$ cat config.mk
export PLATFORM = sky130hd
export DESIGN_NAME = ddr_rdisplay_slave_mc
export DESIGN_NICKNAME = d
export VERILOG_FILES = /design/src/rtl/ddr_rdisplay_slave_mc.sv
export SDC_FILE = /design/constraint.sdc
export NUM_CORES = 1
export LEC_CHECK = 0
export BUFFER_PORTS_ARGS = -buffer_cell sky130_fd_sc_hd__buf_2
export CELL_PAD_IN_SITES_DETAIL_PLACEMENT = 0
export CELL_PAD_IN_SITES_GLOBAL_PLACEMENT = 1
export CORE_MARGIN = 2
export CORE_UTILIZATION = 32
export DETAILED_ROUTE_END_ITERATION = 16
export PLACE_DENSITY = 0.84
export SLEW_MARGIN = 30
export SYNTH_ARGS = -nofsm -noshare
export SYNTH_HDL_FRONTEND = slang
export SYNTH_SLANG_ARGS = --single-unit
$ cat constraint.sdc
create_clock -name ddr_clk -period 1.8 [get_ports ddr_clk]
set_clock_uncertainty 0.2 [all_clocks]
set_input_delay 0.36 -clock ddr_clk [delete_from_list [all_inputs] [get_ports ddr_clk]]
set_output_delay 0.36 -clock ddr_clk [all_outputs]
set_load 0.005 [all_outputs]
$ cat src/rtl/ddr_rdisplay_slave_mc.sv
// ddr_rdisplay_slave_mc
// ---------------------
// Display-path DDR read master. Refills the display FIFO with fixed-length
// burst reads and walks one frame per display vsync. The bank and camera
// channel are sampled only when a frame starts, so a frame is always fetched
// from a single buffer. A burst is finished by counting returned beats, not
// by grant edges. A vsync that arrives before the frame has been fetched
// completely is reported as an underrun.
//
// Ports
//   ddr_clk, ddr_rstn          clock, asynchronous active-low reset
//   rd_burst_data_valid/_data  read beats from DDR
//   w_fifo_clk/_en/_data       FIFO write side, beats forwarded unregistered
//   slave_req/_valid           burst request to the arbiter / command accepted
//   slave_raddr, rd_len        burst start address, burst length (constant)
//   fifo_level, fifo_full      FIFO write-side fill status
//   fifo_clearn                one-cycle active-low FIFO clear at frame start
//   sel_rd_load/_bank          strobe and bank number from the writer
//   read_channel               camera channel to display
//   vga_vs                     display vsync (asynchronous to ddr_clk)
//   frame_wr_done              pulse once the first full frame is in DDR
//   frame_active               high while a frame is being fetched
//   underrun_pulse/_cnt        underrun strobe and saturating count
//   frame_cnt                  wrapping count of frame starts
module ddr_rdisplay_slave_mc #(
  parameter int DATA_W      = 32,
  parameter int ADDR_W      = 25,
  parameter int OFF_W       = 18,
  parameter int CH_W        = 4,
  parameter int BANK_W      = 2,
  parameter int BURST_LEN   = 256,
  parameter int LEN_W       = 10,
  parameter int FRAME_WORDS = 245760,
  parameter int LVL_W       = 9,
  parameter int FIFO_THRESH = 250
) (
  input  logic              ddr_clk,
  input  logic              ddr_rstn,
  input  logic              rd_burst_data_valid,
  input  logic [DATA_W-1:0] rd_burst_data,
  output logic              w_fifo_clk,
  output logic              w_fifo_en,
  output logic [DATA_W-1:0] w_fifo_data,
  output logic              slave_req,
  input  logic              slave_valid,
  output logic [ADDR_W-1:0] slave_raddr,
  output logic [LEN_W-1:0]  rd_len,
  input  logic [LVL_W-1:0]  fifo_level,
  input  logic              fifo_full,
  output logic              fifo_clearn,
  input  logic              sel_rd_load,
  input  logic [BANK_W-1:0] sel_rd_bank,
  input  logic [CH_W-1:0]   read_channel,
  input  logic              vga_vs,
  input  logic              frame_wr_done,
  output logic              frame_active,
  output logic              underrun_pulse,
  output logic [15:0]       underrun_cnt,
  output logic [15:0]       frame_cnt
);

  localparam logic [LEN_W-1:0] BEAT_LAST  = LEN_W'(BURST_LEN - 1);
  localparam logic [OFF_W-1:0] OFF_STEP   = OFF_W'(BURST_LEN);
  localparam logic [OFF_W-1:0] OFF_END    = OFF_W'(FRAME_WORDS);
  localparam logic [LVL_W-1:0] THRESH_LVL = LVL_W'(FIFO_THRESH);

  typedef enum logic [2:0] {
    S_WAIT_WR, S_WAIT_VS, S_FILL, S_REQ, S_BURST, S_DONE
  } state_t;

  state_t              state_q;
  logic                vs_s0_q, vs_s1_q, vs_d1_q;
  logic                vs_pend_q;
  logic                wr_done_q;
  logic [BANK_W-1:0]   bank_q;
  logic [LEN_W-1:0]    beat_cnt_q;
  logic [ADDR_W-1:0]   slave_raddr_q;
  logic                slave_req_q;
  logic                fifo_clearn_q;
  logic                frame_active_q;
  logic                underrun_pulse_q;
  logic [15:0]         underrun_cnt_q;
  logic [15:0]         frame_cnt_q;

  logic                vs_fall;
  logic                vs_evt;
  logic                start_frame;
  logic [OFF_W-1:0]    offset_next;
  logic [ADDR_W-1:0]   frame_addr;

  // Beats go straight to the FIFO in every state, including during reset.
  assign w_fifo_clk  = ddr_clk;
  assign w_fifo_en   = rd_burst_data_valid;
  assign w_fifo_data = rd_burst_data;
  assign rd_len      = LEN_W'(BURST_LEN);

  assign slave_req      = slave_req_q;
  assign slave_raddr    = slave_raddr_q;
  assign fifo_clearn    = fifo_clearn_q;
  assign frame_active   = frame_active_q;
  assign underrun_pulse = underrun_pulse_q;
  assign underrun_cnt   = underrun_cnt_q;
  assign frame_cnt      = frame_cnt_q;

  // Two synchroniser flops plus one history flop for falling-edge detection.
  // Reset to 0 so that no false falling edge can appear right after reset.
  always_ff @(posedge ddr_clk or negedge ddr_rstn) begin
    if (!ddr_rstn) begin
      vs_s0_q <= 1'b0;
      vs_s1_q <= 1'b0;
      vs_d1_q <= 1'b0;
    end else begin
      vs_s0_q <= vga_vs;
      vs_s1_q <= vs_s0_q;
      vs_d1_q <= vs_s1_q;
    end
  end

  assign vs_fall = vs_d1_q & ~vs_s1_q;
  // A fresh edge is acted on in the same cycle it is detected, so the
  // frame-start clear lands three clocks after the pin edge.
  assign vs_evt  = vs_pend_q | vs_fall;

  // REQ and BURST never service a vsync: an issued command is always completed.
  assign start_frame = vs_evt &&
                       (state_q == S_WAIT_VS || state_q == S_DONE || state_q == S_FILL);

  assign offset_next = slave_raddr_q[OFF_W-1:0] + OFF_STEP;
  assign frame_addr  = (ADDR_W'(bank_q) << (ADDR_W - BANK_W)) |
                       (ADDR_W'(read_channel) << OFF_W);

  always_ff @(posedge ddr_clk or negedge ddr_rstn) begin
    if (!ddr_rstn) begin
      state_q          <= S_WAIT_WR;
      vs_pend_q        <= 1'b0;
      wr_done_q        <= 1'b0;
      bank_q           <= '0;
      beat_cnt_q       <= '0;
      slave_raddr_q    <= '0;
      slave_req_q      <= 1'b0;
      fifo_clearn_q    <= 1'b1;
      frame_active_q   <= 1'b0;
      underrun_pulse_q <= 1'b0;
      underrun_cnt_q   <= '0;
      frame_cnt_q      <= '0;
    end else begin
      fifo_clearn_q    <= 1'b1;
      underrun_pulse_q <= 1'b0;

      if (sel_rd_load)   bank_q    <= sel_rd_bank;
      if (frame_wr_done) wr_done_q <= 1'b1;
      if (vs_fall)       vs_pend_q <= 1'b1;

      case (state_q)
        S_WAIT_WR: begin
          if (wr_done_q) begin
            state_q   <= S_WAIT_VS;
            vs_pend_q <= 1'b0;
          end
        end
        S_FILL: begin
          if (!vs_evt && !fifo_full && (fifo_level < THRESH_LVL)) begin
            slave_req_q <= 1'b1;
            state_q     <= S_REQ;
          end
        end
        S_REQ: begin
          if (slave_valid) begin
            slave_req_q <= 1'b0;
            beat_cnt_q  <= '0;
            state_q     <= S_BURST;
          end
        end
        S_BURST: begin
          if (rd_burst_data_valid) begin
            if (beat_cnt_q == BEAT_LAST) begin
              slave_raddr_q[OFF_W-1:0] <= offset_next;
              if (offset_next == OFF_END) begin
                frame_active_q <= 1'b0;
                state_q        <= S_DONE;
              end else begin
                state_q <= S_FILL;
              end
            end else begin
              beat_cnt_q <= beat_cnt_q + 1'b1;
            end
          end
        end
        S_WAIT_VS, S_DONE: ;
        default: state_q <= S_WAIT_WR;
      endcase

      // A vsync seen while still filling means the previous frame was cut short.
      if (start_frame) begin
        slave_raddr_q  <= frame_addr;
        fifo_clearn_q  <= 1'b0;
        frame_active_q <= 1'b1;
        frame_cnt_q    <= frame_cnt_q + 16'd1;
        vs_pend_q      <= 1'b0;
        state_q        <= S_FILL;
        if (state_q == S_FILL) begin
          underrun_pulse_q <= 1'b1;
          if (underrun_cnt_q != 16'hFFFF) underrun_cnt_q <= underrun_cnt_q + 16'd1;
        end
      end
    end
  end

endmodule

* Word level (Yosys, flattened, before mapping) *
Index checks and enable logic that the tools add are counted.

word-level totals
  word-level logic and storage cells = 95
  register bits after elaboration = 81
  bits of input ports = 55
  output and inout bits = 105

cells by class
  bitwise operators = 4
  reductions and logical operators = 21
  add/subtract/negate cells = 4
  mux-type cells = 31
  $lt $le $gt $ge = 1
  equal/unequal tests = 18

operator list
  operator                                            count
  2-to-1 mux 18 bit                                   4
  adder 16 x 1 -> 16 bit, second input constant       2
  2-to-1 mux 10 bit                                   3
  OR 25 x 22 -> 25 bit                                1
  2-to-1 mux 3 bit                                    7
  one-hot mux 10 bit (2 select lines)                 1
  adder 18 x 9 -> 18 bit, second input constant       1
  == test 18 bit, second input constant               1
  inequality test 16 bit, second input constant       1
  inequality test 3 bit, second input constant        5
  one-hot mux 3 bit (5 select lines)                  1
  2-to-1 mux 1 bit                                    14
  nonzero test 2 bit                                  6
  adder 10 x 1 -> 10 bit, second input constant       1
  == test 10 x 8 -> 1 bit, second input constant      1
  inequality test 2 bit, second input constant        5
  < comparator 9 x 8 -> 1 bit, second input constant  1
  AND reduction 3 bit                                 3
  AND reduction 4 bit                                 2
  == test 3 x 2 -> 1 bit, second input constant       2
  == test 3 bit, second input constant                2
  AND reduction 6 bit                                 1
  == test 3 x 1 -> 1 bit, second input constant       1
  logical AND 1 bit                                   3
  other kinds (8)                                     10

* Logic depth before layout (Yosys ltp) *
  word-level depth = 9
  depth in mapped cells = 7
  gate-level depth less buffers = 6

==> results.txt <==
Summed over its instances, the top area cell type makes up 45.4% of the synthesized netlist area. The wire length per cell after detailed routing is 14.6 um, and the highest achievable clock rate is 512 MHz. The type of element launching the critical path is a flip-flop. The aggregate negative setup slack was -3290 ps. The repair_antennas step left the layout with diodes totalling 0. The run gives 0 as the hold violation count in the final report.

The checks that failed: setup timing. For this design, the slowest cell found on the critical path is sky130_fd_sc_hd__dfrtp_2. The first-pass GRT wire length is 15,400 um.

In this run the count of I/O pins placed on the die edge is 160. Of the available clock period, the critical path in the final layout requires 108%. The floorplan step set the die width to 115 um.

The net count reported at finish is 596. Setup repair after global routing could not meet its margin everywhere. In this run the remaining antenna-violating nets after routing total 0. Data on the critical path arrives at its endpoint at 2090 ps. For the total number of placement rows, the log shows 40. The post-route netlist has 48.7% of its cells at a drive strength greater than 1. The setup slack after layout was -153 ps. The final number of setup-violating endpoints is 42, and the post-synthesis register bit count is 72. The tools report the initial cell density of the core as 32.7%.

Compared with the post-synthesis result, the final layout area differs by 47.2%. Detailed placement finished with a half-perimeter wire length of 6650 um. Sequential cells were found to cover 46.1% of the synthesized design area. The worst path buffer plus inverter count was 2. The flow ran to the end, but the final reports show violations. The logs give -227 ps for the minimum setup slack after placement and 13,100 um2 for the overall die area. Counting flops with a built-in enable in the synthesized netlist gives 0. The via count of the first global-routing pass is 3,222. The start point of the critical path was state_q[0]. For the total number of vias, the log shows 3,241. After clock tree synthesis, the clock-pin slew on the worst setup and hold paths is 60 ps. The tightest min-delay check is of the flip-flop to flip-flop type. Leaving out fill and tap cells, the most frequent cell in the layout is sky130_fd_sc_hd__buf_4.

Among all flip-flop cells after synthesis, the most frequent one is sky130_fd_sc_hd__dfrtp_1. The run gives 3910 um2 as the area of the mapped netlist. The first-pass detailed-route iteration total was 4. The largest fanout on the critical path works out to 6.

Ranked by total cell area, the synthesized netlist is headed by sky130_fd_sc_hd__dfrtp_1 (45%), sky130_fd_sc_hd__buf_4 (11%), sky130_fd_sc_hd__xnor2_1 (7.2%). The die height is 115 um, and the gate count after technology mapping is 393. The post-synthesis async set-or-reset flop share was 100%; the count of pins over their slew limit was 0. The cell family with the largest share of critical-path delay was simple AND/OR/NAND/NOR gates. The run gives 0 as the DRC violation count after routing. Yosys mapped the design onto 63 distinct sky130hd cell types. The critical path goes through nor3b_4 > o22a_1 > buf_4 > buf_6 > and3_4 > nand4_1 > xnor2_1. Largest area contributor in the netlist: sky130_fd_sc_hd__dfrtp_1. Input and output buffers added on the ports amount to 75. In the routed layout, each cell is associated on average with a via count of 4.72.

TritonCTS built the clock tree. In this design, the stage delay of the slowest critical-path cell is 460 ps. The maximum number of pins on one net before global-route repair is 73, and the total power per unit cell area is 1050 nW/um2.

For this design the static power due to leakage is 2.84 nW. For the worst setup path, the data required time is 1940 ps. The worst setup path is captured at a flip-flop. The routed design has 10000 um of wire.

The reg-to-reg critical path startpoint was state_q[0]. The clock reaches the later pin of the worst-skew pair after 450 ps. The library cells used most frequently in the layout, excluding fill and tap cells, are sky130_fd_sc_hd__buf_4 (75), sky130_fd_sc_hd__buf_2 (73), sky130_fd_sc_hd__dfrtp_1 (68). The warning count from the yosys run is 0. The logs give 507 uV for the worst vdd rail ir drop and 0 for the overflow left after global routing.

The region available for standard cell placement spans 12,000 um2. The per-instance average area after synthesis works out to 9.96 um2. The worst setup path is of the flip-flop to flip-flop kind.

For the total routing usage reported by global routing, the log shows 15.2%. The tool flagged a number of max-cap violations equal to 0. In this run, the number of DRC markers left after iteration 0 of detailed routing was 158. For the last weighted congestion value of the routability-driven placer, the log shows 0.799.

Critical hold path startpoint: vs_s0_q. The smallest clock period supported by the final layout is computed as 1950 ps. Initial antenna violation count: 0.
## cells in the mapped netlist (all sizes together) (3+ instances only)
| master | count |
|---|---|
| a31oi | 3 |
| and3 | 8 |
| buf | 62 |
| nand2b | 3 |
| nand2 | 44 |
| mux2 | 3 |
| dfrtp | 71 |
| nor2b | 4 |
| a21oi | 7 |
| ha | 5 |
| and2 | 3 |
| or3 | 3 |
| inv | 7 |
| nor2 | 26 |
| o21ai | 12 |
| nor3 | 9 |
| nand3 | 19 |
| nand4 | 15 |
| xor2 | 11 |
| nor4 | 5 |
| clkbuf | 4 |
| xnor2 | 32 |
## path summary, 6_finish.rpt
check / slack, ps / endpoint / cells past startpoint
worst max register to register: -150 / frame_cnt[5] / 7
worst max-delay path: -150 / frame_cnt[5] / 7
worst min register to register: 150 / vs_s1_q / 0
max in group asynchronous: 790 / state_q[1] / 3
worst min-delay path: 150 / vs_s1_q / 0
min in group asynchronous: 270 / beat_cnt_q[6] / 3
## worst register-to-register path: stages (launching register included)
cell                      delay [ps]
sky130_fd_sc_hd__dfrtp_2         460
sky130_fd_sc_hd__nor3b_4         280
sky130_fd_sc_hd__o22a_1          230
sky130_fd_sc_hd__buf_4           130
sky130_fd_sc_hd__buf_6            90
sky130_fd_sc_hd__and3_4          200
sky130_fd_sc_hd__nand4_1         100
sky130_fd_sc_hd__xnor2_1         150
## stage by stage
stage,utilization (%),total power [mW],instances,area [um2],hold WS [ps]
CTS,44.6,5.83,673,5340,123
global placement,38.8,3.47,634,4640,137
floorplan,-,2.93,410,4050,-136
finish,48.2,6.03,687,5760,150
detailed placement,38.8,3.53,634,4640,138
global route,48.2,6.34,687,5760,164
## flip-flops by register name, indices dropped and copies added, names as in the netlist
signal,flops
frame_active,1
underrun_pulse,1
vs_s1_q,1
vs_pend_q,1
slave_raddr,16
vs_s0_q,1
fifo_clearn,1
underrun_cnt,16
frame_cnt,16
state_q,3
slave_req,1
bank_q,2
vs_d1_q,1
beat_cnt_q,10
wr_done_q,1
## area by class of cell
class / instances / area [um2]
fillers: 1082 / 6200
multi-input cells: 265 / 2110
flip-flops and latches: 72 / 1810
repair buffers: 178 / 1260
clock buffers: 16 / 332
well taps: 147 / 184
clock inverters: 2 / 37.5
inverters: 7 / 26.3
## power by group
group	switching, mW	total, mW	internal (mW)
logic	0.886	1.84	0.951
registers	0.215	2.08	1.86
clock network	0.711	2.12	1.41
## logic make-up (layout without fill, tap and decap cells)
logic type,count (synthesis),after routing,share of synthesized area (%)
and+or+nand+nor,152,152,20.6
buffers and inverters,73,203,12.6
AOI/OAI and AO/OA,42,42,8.19
xor gates and xnor gates,43,43,9.63
muxes,4,4,1.12
other,2,19,0.192
adders and majority gates,5,5,1.60
DFF,72,72,46.1
## repair_timing
action | 4_1_cts | 5_1_grt
pin swaps | 30 | 41
endpoints found under the setup margin | 53 | 56
hold buffers | 11 | 0
endpoints found under the hold margin | 79 | 0
gates resized for setup | 33 | 71
gates cloned | 0 | 0
setup buffers | 12 | 15
## layer usage
metal | global-route usage [%] | part of all wire, % | vias to the layer above
li1 | - | - | 1564
met1 | 18.0 | 42 | 1588
met2 | 24.8 | 51 | 74
met3 | 3.92 | 4.9 | 15
met4 | 9.43 | 2.4 | 0
met5 | 0 | 0 | -
(Power assumes the default switching activity.)
